File: src/rtl/text_cursor_writer_if.sv
// Byte-stream handshake between the UART receive path and the text cursor writer.
interface text_cursor_writer_if;
    logic [7:0] rx_data;
    logic       rx_valid;
    logic       rx_ready;

    modport master (output rx_data, output rx_valid, input rx_ready);
    modport slave  (input rx_data, input rx_valid, output rx_ready);
endinterface

File: src/rtl/text_cursor_writer.sv
// Character-stream front end for the text buffer RAM write port.
// Define TEXT_LINE_CLEAR_EN to blank each newly entered row with FILL_CHAR.
module text_cursor_writer #(
    parameter int         ROWS      = 4,
    parameter int         COLS      = 32,
    parameter logic [7:0] FILL_CHAR = 8'h20
) (
    input  logic                    clk,
    input  logic                    reset,
    text_cursor_writer_if.slave     rx,
    output logic                    we,
    output logic [$clog2(ROWS)-1:0] w_row,
    output logic [$clog2(COLS)-1:0] w_col,
    output logic [7:0]              din,
    output logic [$clog2(ROWS)-1:0] cur_row,
    output logic [$clog2(COLS)-1:0] cur_col
);
    localparam int RW = $clog2(ROWS);
    localparam int CW = $clog2(COLS);
    localparam logic [RW-1:0] LAST_ROW = RW'(ROWS - 1);
    localparam logic [CW-1:0] LAST_COL = CW'(COLS - 1);

    logic          accept;
    logic          is_print;
    logic          is_cr;
    logic          is_lf;
    logic          is_bs;
    logic          at_last;
    logic          new_line;
    logic [RW-1:0] next_row;

    assign accept   = rx.rx_valid & rx.rx_ready;
    assign is_print = (rx.rx_data >= 8'h20) && (rx.rx_data <= 8'h7E);
    assign is_cr    = (rx.rx_data == 8'h0D);
    assign is_lf    = (rx.rx_data == 8'h0A);
    assign is_bs    = (rx.rx_data == 8'h08);
    assign at_last  = (cur_col == LAST_COL);
    assign next_row = (cur_row == LAST_ROW) ? '0 : cur_row + 1'b1;
    assign new_line = accept & ((is_print & at_last) | is_lf);

`ifdef TEXT_LINE_CLEAR_EN
    typedef enum logic {IDLE, CLEAR} state_t;

    state_t        state;
    logic [CW-1:0] clr_col;

    assign rx.rx_ready = (state == IDLE);

    always_ff @(posedge clk) begin
        if (reset) begin
            state   <= IDLE;
            clr_col <= '0;
        end else if (state == CLEAR) begin
            if (clr_col == LAST_COL) begin
                clr_col <= '0;
                state   <= IDLE;
            end else begin
                clr_col <= clr_col + 1'b1;
            end
        end else if (new_line) begin
            clr_col <= '0;
            state   <= CLEAR;
        end
    end
`else
    assign rx.rx_ready = 1'b1;
`endif

    always_ff @(posedge clk) begin
        if (reset) begin
            we      <= 1'b0;
            w_row   <= '0;
            w_col   <= '0;
            din     <= '0;
            cur_row <= '0;
            cur_col <= '0;
        end else begin
            we <= 1'b0;
`ifdef TEXT_LINE_CLEAR_EN
            // cur_row already points at the row being blanked
            if (state == CLEAR) begin
                we    <= 1'b1;
                w_row <= cur_row;
                w_col <= clr_col;
                din   <= FILL_CHAR;
            end
`endif
            if (accept) begin
                unique case (1'b1)
                    is_print: begin
                        we    <= 1'b1;
                        w_row <= cur_row;
                        w_col <= cur_col;
                        din   <= rx.rx_data;
                        if (at_last) begin
                            cur_col <= '0;
                            cur_row <= next_row;
                        end else begin
                            cur_col <= cur_col + 1'b1;
                        end
                    end
                    is_cr: cur_col <= '0;
                    is_lf: begin
                        cur_col <= '0;
                        cur_row <= next_row;
                    end
                    is_bs: begin
                        if (cur_col != '0) begin
                            cur_col <= cur_col - 1'b1;
                            we      <= 1'b1;
                            w_row   <= cur_row;
                            w_col   <= cur_col - 1'b1;
                            din     <= FILL_CHAR;
                        end
                    end
                    default: ;
                endcase
            end
        end
    end
endmodule

File: src/flat_wrapper.sv
// flat-port wrapper written by rule: the top's interface ports become plain ports
module text_cursor_writer_flat 
#(
    parameter int         ROWS      = 4,
    parameter int         COLS      = 32,
    parameter logic [7:0] FILL_CHAR = 8'h20
)
  (clk, reset, we, w_row, w_col, din, cur_row, cur_col, rx_rx_data, rx_rx_valid, rx_rx_ready);
  text_cursor_writer_if rx_i ();
  input  logic clk;
  input  logic reset;
  output logic we;
  output logic [$clog2(ROWS)-1:0] w_row;
  output logic [$clog2(COLS)-1:0] w_col;
  output logic [7:0] din;
  output logic [$clog2(ROWS)-1:0] cur_row;
  output logic [$clog2(COLS)-1:0] cur_col;
  input wire logic [$bits(rx_i.rx_data)-1:0] rx_rx_data;
  input wire logic [$bits(rx_i.rx_valid)-1:0] rx_rx_valid;
  output wire logic [$bits(rx_i.rx_ready)-1:0] rx_rx_ready;
  assign rx_i.rx_data = rx_rx_data;
  assign rx_i.rx_valid = rx_rx_valid;
  assign rx_rx_ready = rx_i.rx_ready;
  text_cursor_writer #(.ROWS(ROWS), .COLS(COLS), .FILL_CHAR(FILL_CHAR)) u_core (.clk(clk), .reset(reset), .rx(rx_i), .we(we), .w_row(w_row), .w_col(w_col), .din(din), .cur_row(cur_row), .cur_col(cur_col));
endmodule
File: config.mk
export PLATFORM = sky130hd
export DESIGN_NAME = text_cursor_writer_flat
export DESIGN_NICKNAME = d
export VERILOG_FILES = /design/src/rtl/text_cursor_writer_if.sv /design/src/rtl/text_cursor_writer.sv /design/src/flat_wrapper.sv
export SDC_FILE = /design/constraint.sdc
export NUM_CORES = 1
export LEC_CHECK = 0
export ABC_AREA = 0
export CAP_MARGIN = 25
export CORE_MARGIN = 1
export CORE_UTILIZATION = 47
export DETAILED_ROUTE_END_ITERATION = 16
export PLACE_DENSITY = 0.82
export SYNTH_ARGS = -nofsm -noshare
export SYNTH_HDL_FRONTEND = slang
export SYNTH_SLANG_ARGS = --single-unit
File: constraint.sdc
create_clock -name clk -period 1.9 [get_ports clk]
set_input_delay 0.19 -clock clk [delete_from_list [all_inputs] [get_ports clk]]
set_output_delay 0.19 -clock clk [all_outputs]
set_load 0.01 [all_outputs]
==> results.txt <==
The final reports fail on negative setup slack. The summed negative setup slack over all endpoints came out at -0.0954 ns. The die extent in y is 53.7 um. No sink is reached through more buffers than the 2 on the longest clock path. The total die area is 2890 um^2. The clock arrives with 0.00160 ns of skew. The maximum clock frequency came out at 510 MHz. The biggest area contributor in the post-synthesis netlist is sky130_fd_sc_hd__dfxtp_1. The remaining global-route overflow is 0.

The kind of cell with the highest combined delay on the critical path is simple AND/OR/NAND/NOR gates. The library cells used most frequently in the layout, excluding fill and tap cells, are 33 x sky130_fd_sc_hd__clkdlybuf4s50_1, 23 x sky130_fd_sc_hd__buf_4, 23 x sky130_fd_sc_hd__dfxtp_1, 22 x sky130_fd_sc_hd__nor2_1, 9 x sky130_fd_sc_hd__mux2i_1. The proportion of synthesized chip area in sequential cells came out at 0.366. The number of endpoints with negative hold slack in the final report was 0. The number of instances in the synthesized netlist is 138. The number of buffers created by CTS is 3. The peak supply drop is 0.000437 V. Yosys attributes the largest share of cell area to sky130_fd_sc_hd__dfxtp_1 37%, sky130_fd_sc_hd__mux2i_1 7.2%, sky130_fd_sc_hd__nor2_1 6.6%. The largest incremental delay on the critical path came out at 0.52 ns. The total number of yosys warnings is 0. The register bit count reported by yosys is 23.

After layout, the worst setup slack is -0.0620 ns. The critical path is of the in2reg type. The top fanout value on the critical path came out at 9. In this run the count of I/O pins placed on the die edge is 35. For this block, the routed nets add up to 3460 um of wire. The residual antenna-violating net count after detailed routing came out at 0.

Setup repair after global routing could not meet its margin everywhere. The fraction of final layout cells sized beyond drive strength 1 is 0.199. The initial antenna violation count came to 0.

The wire length of the first global-routing pass is 4720 um. The total number of H-tree levels is 1. The first routing iteration left 19 violations. Counting flops with a built-in enable in the synthesized netlist gives 0. The minimum clock period is 1.96 ns. The leakage component of the power is 0.720 nW. The switching power came out at 0.000289 W. The number of vias in the routed layout is 1247. Data on the critical path is required at its endpoint by 2.12 ns. Buffers placed on the I/O ports in this run total 33. For this run, design rule violations remaining after detail routing come to 0. The part of the power in the clock network came out at 0.233. The min-delay analysis places its worst path in the category reg2reg.

The area growth from synthesis to final layout is 44.5%. The largest net degree at the start of global routing is 24. The worst setup path is captured at a register.

The internal power came out at 0.000717 W. The tool flagged a number of max-cap violations equal to 0. The placeable core region is 2500 um^2.

The per-instance average area after synthesis is 9.11 um^2. The starting density of the core came out at 0.503. The library cell used most frequently in the layout, excluding fill and tap cells, is sky130_fd_sc_hd__clkdlybuf4s50_1.

The max-slew violation total from the final report came out at 0. The top cell type's share of synthesized area is 0.366. After legalization and detailed placement, the total HPWL measured 2190 um. Synthesis produced a netlist with a net count of 154. The setup violation total in the final timing report is 3. STA classifies the critical path startpoint as an input pin. The total routing resource utilization after global routing came out at 0.225.

The die boundary width came out at 53.7 um. Walking the worst path, the cells encountered are clkdlybuf4s50_1 > nor4b_1 > nand4_1 > buf_4 > o211a_4 > mux2i_1 > nor2_1. The flip-flop cell with the highest count after synthesis is sky130_fd_sc_hd__dfxtp_1. After detailed routing, the average wire length per cell comes to 15.6 um. The share of total power dissipated in sequential elements is 0.510.

The detailed-routing iteration count for the pre-antenna-repair pass is 4. The TritonCTS clock tree is built. The number of global-route vias before repair was 1107. The count of unique library cells instantiated by Yosys came out at 39.

The flow ran to the end, but the final reports show violations. The share of the core filled with cells in the final layout came out at 0.727. The fraction of registers with async set or reset after synthesis came out at 0. The share of the clock period used by the worst path after layout is 1.03. The worst-case setup slack after placement came out at -0.251 ns.

The clock-pin slew on the worst setup and hold paths came out at 0.13 ns. The combinational group share of total power is 0.257. The antenna diode count is 0. The buffer cell driving the clock tree root is sky130_fd_sc_hd__clkbuf_4.

The tree built by TritonCTS fans out to 23 sinks. The number of nets at the end of the flow is 208. The largest individual stage delay along the critical path comes from the cell sky130_fd_sc_hd__clkdlybuf4s50_1. The critical path contains buffers and inverters numbering 2 combined. STA puts the critical path data arrival time at 2.18 ns. The power per unit of standard cell area is 554 nW/um^2. The clock network latency to the later pin of the worst-skew pair came out at 0.32 ns. The netlist area before placement came out at 1260 um^2. Of the total power, the share spent switching nets is 0.288. The final RePlAce weighted congestion is 0.799. After floorplanning, the core was divided into 18 placement rows. The detail-routed via count per cell is 5.64.
cells in the mapped netlist, types with 3 or more instances:
library cell and instances:
sky130_fd_sc_hd__a21oi_1 8, sky130_fd_sc_hd__nand2b_1 4, sky130_fd_sc_hd__ha_1 5, sky130_fd_sc_hd__mux2i_1 9, sky130_fd_sc_hd__a211oi_1 7, sky130_fd_sc_hd__inv_1 3
sky130_fd_sc_hd__nor3_1 4, sky130_fd_sc_hd__dfxtp_1 23, sky130_fd_sc_hd__o211a_1 3, sky130_fd_sc_hd__nor2_1 22, sky130_fd_sc_hd__nand2_1 7, sky130_fd_sc_hd__clkbuf_1 3
sky130_fd_sc_hd__xor2_1 5
final cells by class:
class | count | area [um^2]
multi-input cells | 105 | 777
well taps | 30 | 37.5
clock inverters | 1 | 5.00
flip-flops and latches | 23 | 460
repair buffers | 56 | 503
inverters | 3 | 11.3
fillers | 188 | 683
clock buffers | 3 | 22.5
worst register-to-register path, cell delays in order, from the launching register on:
cell and delay (ns):
sky130_fd_sc_hd__dfxtp_1 0.33, sky130_fd_sc_hd__inv_1 0.07, sky130_fd_sc_hd__ha_2 0.19, sky130_fd_sc_hd__nor4b_4 0.18, sky130_fd_sc_hd__buf_4 0.15, sky130_fd_sc_hd__nand4_1 0.20, sky130_fd_sc_hd__buf_4 0.23, sky130_fd_sc_hd__o211a_4 0.18
sky130_fd_sc_hd__mux2i_1 0.19, sky130_fd_sc_hd__nor2_1 0.07
cells by family (layout without fill, tap and decap cells):
family          Yosys count  after routing  synth area share
mux                       9              9            0.0716
other cells               1              1           0.00298
buf+inv                  12             63            0.0637
xor+xnor                  7              7            0.0488
fa+ha+maj                 5              5            0.0498
compound gates           26             28             0.161
flops                    23             23             0.366
simple gates             55             55             0.236
registers in the layout, indices dropped and copies added, names as in the netlist:
signal / cells
u_core.cur_row: 2
u_core.w_col: 5
u_core.cur_col: 5
u_core.din: 8
u_core.we: 1
u_core.w_row: 2
routing by layer:
| layer | global-route usage | wire, um | vias up |
|---|---|---|---|
| met4 | 0.0658 | 61 | 0 |
| met1 | 0.273 | 1510 | 582 |
| met5 | 0 | 0 | - |
| li1 | - | - | 605 |
| met2 | 0.399 | 1680 | 52 |
| met3 | 0.0367 | 207 | 8 |
final timing paths:
check	from	to	cells past startpoint	slack (ns)
worst max-delay path	rx_rx_data[1]	u_core.w_row[1]	7	-0.06
worst min-delay path	u_core.w_col[4]	u_core.w_col[4]	2	0.49
worst max register to register	u_core.cur_col[0]	u_core.w_row[1]	9	0
worst min register to register	u_core.w_col[4]	u_core.w_col[4]	2	0.49
through the flow:
| step | hold slack (ns) | std cells | cell area (um^2) | total power [W] |
|---|---|---|---|---|
| 5_1_grt | 0.512 | 221 | 1820 | 0.00105 |
| 3_5_place_dp | 0.466 | 214 | 1720 | 0.000757 |
| 3_3_place_gp | 0.456 | 214 | 1720 | 0.000748 |
| 4_1_cts | 0.485 | 218 | 1750 | 0.000986 |
| 2_1_floorplan | 0.262 | 138 | 1260 | 0.000640 |
| 6_report | 0.486 | 221 | 1820 | 0.00101 |
power groups by stage:
| stage | registers [W] | logic [W] | clock network, W |
|---|---|---|---|
| 6_report | 0.000513 | 0.000259 | 0.000235 |
| 5_1_grt | 0.000516 | 0.000278 | 0.000254 |
| 4_1_cts | 0.000511 | 0.000238 | 0.000238 |
| 3_5_place_dp | 0.000522 | 0.000235 | 0 |
| 3_3_place_gp | 0.000520 | 0.000228 | 0 |
| 2_1_floorplan | 0.000533 | 0.000107 | 0 |
timing repair:
action,4_1_cts,5_1_grt
hold endpoints to repair,0,0
hold buffers,0,0
resized for setup,0,9
setup buffers,0,1
setup endpoints to repair,0,14
No activity file was read; power rests on OpenSTA's default activity.
